===== config.mk =====
export PLATFORM = sky130hd
export DESIGN_NAME = keypad_scanner
export DESIGN_NICKNAME = d
export VERILOG_FILES = /design/src/rtl/kb_pkg.sv /design/src/rtl/keypad_pos_latch.sv /design/src/rtl/keypad_scanner.sv
export SDC_FILE = /design/constraint.sdc
export NUM_CORES = 1
export LEC_CHECK = 0
export CELL_PAD_IN_SITES_DETAIL_PLACEMENT = 1
export CELL_PAD_IN_SITES_GLOBAL_PLACEMENT = 2
export CORE_MARGIN = 4
export CORE_UTILIZATION = 31
export CTS_CLUSTER_DIAMETER = 80
export DETAILED_ROUTE_END_ITERATION = 12
export PLACE_DENSITY_LB_ADDON = 0.1
export SLEW_MARGIN = 20
export SYNTH_ARGS = -nofsm -noshare
export SYNTH_HDL_FRONTEND = slang
export SYNTH_SLANG_ARGS = --single-unit

===== constraint.sdc =====
create_clock -name clk -period 2 [get_ports clk]
set_input_delay 0.4 -clock clk [delete_from_list [all_inputs] [get_ports clk]]
set_output_delay 0.4 -clock clk [all_outputs]
set_load 0.05 [all_outputs]

===== src/rtl/kb_pkg.sv =====
// Shared keypad types, widths and column/row index encoding helpers.
// Latency: none (types and pure functions only).
// Backpressure: none.
package kb_pkg;

    typedef enum logic [1:0] {
        SCAN     = 2'd0,
        DEBOUNCE = 2'd1,
        HELD     = 2'd2
    } kb_state_t;

    localparam int IDX_W      = 2;
    localparam int KEY_CODE_W = 2 * IDX_W;
    localparam int POS_W      = 3;
    localparam int CNT_W      = 4;

    localparam logic [3:0] COL_IDLE = 4'b1111;
    localparam logic [3:0] ROW_IDLE = 4'b1111;

    function automatic logic [3:0] idx_to_onehot(input logic [IDX_W-1:0] idx);
        logic [3:0] v;
        case (idx)
            2'd0:    v = 4'b0111;
            2'd1:    v = 4'b1011;
            2'd2:    v = 4'b1101;
            default: v = 4'b1110;
        endcase
        return v;
    endfunction

    // Lowest index wins when several lines are low.
    function automatic logic [IDX_W-1:0] onehot_to_idx(input logic [3:0] pat);
        logic [IDX_W-1:0] idx;
        if (!pat[3])      idx = 2'd0;
        else if (!pat[2]) idx = 2'd1;
        else if (!pat[1]) idx = 2'd2;
        else              idx = 2'd3;
        return idx;
    endfunction

    function automatic logic code_is_x(input logic [KEY_CODE_W-1:0] code);
        return code[KEY_CODE_W-1];
    endfunction

endpackage


===== src/rtl/keypad_pos_latch.sv =====
// Latches board X/Y coordinates from accepted key codes, with set flags.
// Latency: 1 clk from key_valid / pos_clear to updated outputs.
// Backpressure: none; every key_valid is absorbed.
module keypad_pos_latch
    import kb_pkg::*;
(
    input  logic                  clk,
    input  logic                  rst_n,
    input  logic                  key_valid,
    input  logic [KEY_CODE_W-1:0] key_code,
    input  logic                  pos_clear,
    output logic [POS_W-1:0]      pos_x,
    output logic [POS_W-1:0]      pos_y,
    output logic                  pos_x_set,
    output logic                  pos_y_set
);

    always_ff @(posedge clk or negedge rst_n) begin
        if (!rst_n) begin
            pos_x     <= '0;
            pos_y     <= '0;
            pos_x_set <= 1'b0;
            pos_y_set <= 1'b0;
        end else begin
            if (pos_clear) begin
                pos_x_set <= 1'b0;
                pos_y_set <= 1'b0;
            end
            // A key arriving with a clear wins for its own flag.
            if (key_valid) begin
                if (code_is_x(key_code)) begin
                    pos_x     <= key_code[POS_W-1:0];
                    pos_x_set <= 1'b1;
                end else begin
                    pos_y     <= key_code[POS_W-1:0];
                    pos_y_set <= 1'b1;
                end
            end
        end
    end

endmodule


===== src/rtl/keypad_scanner.sv =====
// 4x4 active-low keypad scanner with debounce, release filter and coordinate latch.
// Latency: key_valid 1 clk after the scan_tick that completes debounce.
// Backpressure: none; events are single-clk pulses, scan paced only by scan_tick.
module keypad_scanner
    import kb_pkg::*;
#(
    parameter int DEBOUNCE_TICKS = 4,
    parameter int RELEASE_TICKS  = 4
) (
    input  logic                  clk,
    input  logic                  rst_n,
    input  logic                  scan_tick,
    input  logic                  enable,
    input  logic [3:0]            keyboard_row,
    output logic [3:0]            keyboard_col,
    output logic                  key_valid,
    output logic [KEY_CODE_W-1:0] key_code,
    output logic                  key_held,
    output logic [POS_W-1:0]      pos_x,
    output logic [POS_W-1:0]      pos_y,
    output logic                  pos_x_set,
    output logic                  pos_y_set,
    input  logic                  pos_clear
);

    localparam logic [CNT_W-1:0] DB_T  = CNT_W'(DEBOUNCE_TICKS);
    localparam logic [CNT_W-1:0] REL_T = CNT_W'(RELEASE_TICKS);

    logic [3:0]       row_meta;
    logic [3:0]       row_sync;
    kb_state_t        state;
    logic [IDX_W-1:0] col_idx;
    logic [IDX_W-1:0] col_nxt;
    logic [3:0]       row_pat;
    logic [CNT_W-1:0] cnt;
    logic [CNT_W-1:0] cnt_inc;
    logic             rows_idle;

    assign col_nxt   = col_idx + 1'b1;
    assign cnt_inc   = cnt + 1'b1;
    assign rows_idle = (row_sync == ROW_IDLE);

    always_ff @(posedge clk or negedge rst_n) begin
        if (!rst_n) begin
            row_meta <= ROW_IDLE;
            row_sync <= ROW_IDLE;
        end else begin
            row_meta <= keyboard_row;
            row_sync <= row_meta;
        end
    end

    always_ff @(posedge clk or negedge rst_n) begin
        if (!rst_n) begin
            state        <= SCAN;
            col_idx      <= '0;
            keyboard_col <= idx_to_onehot('0);
            row_pat      <= ROW_IDLE;
            cnt          <= '0;
            key_valid    <= 1'b0;
            key_code     <= '0;
            key_held     <= 1'b0;
        end else begin
            key_valid <= 1'b0;
            if (!enable) begin
                state        <= SCAN;
                col_idx      <= '0;
                keyboard_col <= COL_IDLE;
                cnt          <= '0;
                key_held     <= 1'b0;
            end else begin
                keyboard_col <= idx_to_onehot(col_idx);
                if (scan_tick) begin
                    case (state)
                        SCAN: begin
                            if (!rows_idle) begin
                                row_pat <= row_sync;
                                if (DB_T == CNT_W'(1)) begin
                                    key_valid <= 1'b1;
                                    key_code  <= {onehot_to_idx(row_sync), col_idx};
                                    key_held  <= 1'b1;
                                    cnt       <= '0;
                                    state     <= HELD;
                                end else begin
                                    cnt   <= CNT_W'(1);
                                    state <= DEBOUNCE;
                                end
                            end else begin
                                col_idx      <= col_nxt;
                                keyboard_col <= idx_to_onehot(col_nxt);
                            end
                        end
                        DEBOUNCE: begin
                            if (row_sync == row_pat) begin
                                if (cnt_inc == DB_T) begin
                                    key_valid <= 1'b1;
                                    key_code  <= {onehot_to_idx(row_sync), col_idx};
                                    key_held  <= 1'b1;
                                    cnt       <= '0;
                                    state     <= HELD;
                                end else begin
                                    cnt <= cnt_inc;
                                end
                            end else begin
                                // Pattern changed: rescan the same column.
                                cnt   <= '0;
                                state <= SCAN;
                            end
                        end
                        HELD: begin
                            if (rows_idle) begin
                                if (cnt_inc == REL_T) begin
                                    cnt          <= '0;
                                    key_held     <= 1'b0;
                                    col_idx      <= col_nxt;
                                    keyboard_col <= idx_to_onehot(col_nxt);
                                    state        <= SCAN;
                                end else begin
                                    cnt <= cnt_inc;
                                end
                            end else begin
                                cnt <= '0;
                            end
                        end
                        default: begin
                            cnt   <= '0;
                            state <= SCAN;
                        end
                    endcase
                end
            end
        end
    end

    keypad_pos_latch u_pos_latch (
        .clk       (clk),
        .rst_n     (rst_n),
        .key_valid (key_valid),
        .key_code  (key_code),
        .pos_clear (pos_clear),
        .pos_x     (pos_x),
        .pos_y     (pos_y),
        .pos_x_set (pos_x_set),
        .pos_y_set (pos_y_set)
    );

endmodule


==> results of run 1 <==
[cell usage after synthesis, types with 3 or more instances]
library cell  instances
nand3_1               3
nor2_1                9
mux2_2                7
a31oi_1               5
dfstp_2              15
ha_1                  6
xor2_1                3
mux2i_1               3
o21ai_0               9
inv_1                11
dfrtp_1              23
nand2_1              17
[worst paths after layout]
kind,to,cells after the start,from
max in group asynchronous,cnt[0],2,rst_n
hold reg to reg,row_sync[1],0,row_meta[1]
setup / recovery,key_code[0],7,cnt[1]
hold / removal,u_pos_latch.pos_x_set,2,rst_n
setup reg to reg,key_code[0],7,cnt[1]
min in group clk,row_sync[1],0,row_meta[1]
[sequential cells by signal, indices dropped and copies added, names as in the netlist]
register	flops
row_meta	4
u_pos_latch.pos_x_set	1
u_pos_latch.pos_y	3
u_pos_latch.pos_y_set	1
key_held	1
col_idx	2
state	2
cnt	4
row_sync	4
row_pat	4
u_pos_latch.pos_x	3
key_code	4
key_valid	1
keyboard_col	4
[layout by cell type, fill, tap and decap left out, types with 3 or more instances in the layout]
cell              n
mux2i_1           3
nand3_1           3
dfstp_2          15
xor2_1            3
nor2_1            9
dfrtp_1          22
mux2_2            7
o21ai_0           9
ha_1              5
nand2_1          17
clkbuf_8          5
a31oi_1           5
buf_4            15
clkdlybuf4s50_1  21
inv_1            11
[where the power goes]
group	internal [mW]	switching, mW	total [mW]
combinational	0.0645	0.0737	0.138
clock	0.450	0.283	0.732
sequential	0.821	0.0257	0.846
total	1.33	0.382	1.72
[critical path: stages (launching register included)]
cell	delay [ns]
dfrtp_1	0.40
buf_6	0.13
ha_1	0.16
nand3b_1	0.12
o31ai_4	0.33
inv_2	0.10
nor3_4	0.26
mux2_4	0.32
[final cells by class]
type                    count  area [sq um]
clock buffers               6         93.84
clock inverters             2         38.79
fillers                   585          2955
inverters                  12         45.04
multi-input cells          95         695.7
flip-flops and latches     38         970.9
well taps                  70         87.58
repair buffers             39         350.3
[per-stage QoR]
stage	area (sq um)	setup slack, ns
finish	2282	0.06199
global route	2282	-0.05707
CTS	2246	0.02481
detailed placement	2113	0.03990
global placement	2113	0.06361
floorplan	1710	0.07059
[layer usage]
metal  track usage (%)  part of all wire (%)  vias to the layer above
met5                 0                     0                        -
met4             3.488                   1.1                        0
met3             2.928                   4.6                        4
met2             22.52                    53                       26
met1             13.40                    41                      623
li1                  -                     -                      602
[logic make-up after synthesis]
logic type | after synthesis | share of synthesized area [%]
compound gates | 27 | 10.97
xor+xnor | 5 | 2.561
fa+ha+maj | 6 | 4.389
buf+inv | 15 | 3.365
flops | 38 | 56.69
mux | 12 | 8.120
simple gates | 45 | 13.90
[timing repair]
action / in CTS / in global routing
gates resized for setup: 0 / 5
endpoints found under the setup margin: 0 / 5
hold buffers: 0 / 0
buffers inserted: 0 / 2
==> flow_summary.json, run 1 <==
{
  "status": "finished, final reports clean",
  "holdWs_ns": 0.1414,
  "cts-buffers-inserted": 5,
  "fin_setup_tns_ns": 0,
  "finalPower_mw": 1.717,
  "via_count": 1255,
  "gp_congestion": 0.7754,
  "worstSetupPathType": "flip-flop to flip-flop",
  "die_height_um": 82.28,
  "synth_edf_count": 0,
  "drv_cap": 0,
  "timing.final.crit_share_pct": 96.90,
  "grt_pass1_wl_mm": 6.182,
  "yosysUniqueCellTypes": 41,
  "insertion_delay_ns": 0.29,
  "setup_viol": 0,
  "num_antenna_cells": 0,
  "slew_violations": 0,
  "syn2layout_area_growth_pct": 33.43,
  "hold_viol_final": 0,
  "clock_skew_ns": 0.007093,
  "hp-class": "primary input to asynchronous set/reset pin",
  "regToRegSetupSlack_ns": 0.06,
  "leakage_nw": 0.9825,
  "grt_max_degree": 39,
  "antenna_found_initial": 0,
  "wl_mm": 3.577,
  "placedCellCount": 252,
  "period_minus_slack_ns": 1.938,
  "synth_area_sq_um": 1710,
  "drt-pass1-iter-count": 4,
  "placementRows": 26,
  "ant_nets": 0,
  "tightest_slew_ns": 0.5013,
  "cp_max_fo": 5,
  "drive_gt1_share_pct": 29.69,
  "grt_setup_unrepaired": "true",
  "required_ns": 2.17,
  "async_flop_share_pct": 100.0,
  "grt-ovfl-total": 0,
  "wl_per_cell_um": 13.65,
  "post-route-util_pct": 43.57,
  "die_area_sq_um": 6770,
  "avgSynthCellArea_sq_um": 11.56,
  "relSlewSlack_pct": 66.48,
  "synth_top_area_share_pct": 33.65,
  "drc": 0,
  "cp.arrival_ns": 2.11,
  "ys_ff_latch": 38,
  "vias_per_cell": 4.790,
  "dp_hpwl_mm": 2.774,
  "max_freq_ghz": 0.5160,
  "ios": 27,
  "final_nets": 206,
  "synthCells": 148,
  "core_area_sq_um": 5238,
  "cts_num_sinks": 38,
  "power_density_nw_per_um2": 752.3,
  "synth_top_area_cell": "dfrtp_1",
  "drtIter0Drc": 38,
  "peakVddDrop_v": 0.0003894,
  "instances_no_fill": 262,
  "grt_pass1_vias": 1360,
  "synthFlopType": "dfrtp_1",
  "clock_path_buffers": 2,
  "initial_core_util_pct": 32.66,
  "grt_util_all_layers_pct": 12.06,
  "root_buffer": "clkbuf_8",
  "endpoint_kind": "flip-flop",
  "tritoncts": "yes",
  "port_buffers": 26,
  "syn-num-nets": 163,
  "chipWidth_um": 82.28,
  "seq_area_frac_synth_pct": 56.69,
  "yosysWarnings": 0,
  "start_kind": "flip-flop",
  "path_clk_slew_ns": 0.08,
  "synthTopCellsByArea": "dfrtp_1 (34%), dfstp_2 (23%), mux2_2 (4.6%)",
  "htree_levels": 2
}
No activity file was read; power rests on OpenSTA's default activity.
==> run 2, diff against run 1 <==
--- a/config.mk
+++ b/config.mk
@@ -10,8 +10,10 @@
 export CORE_MARGIN = 4
 export CORE_UTILIZATION = 31
 export CTS_CLUSTER_DIAMETER = 80
+export CTS_CLUSTER_SIZE = 12
 export DETAILED_ROUTE_END_ITERATION = 12
 export PLACE_DENSITY_LB_ADDON = 0.1
+export SKIP_LAST_GASP = 1
 export SLEW_MARGIN = 20
 export SYNTH_ARGS = -nofsm -noshare
 export SYNTH_HDL_FRONTEND = slang
==> results of run 2 <==
No change in the layout: final DEF, timing and power equal those of run 1.
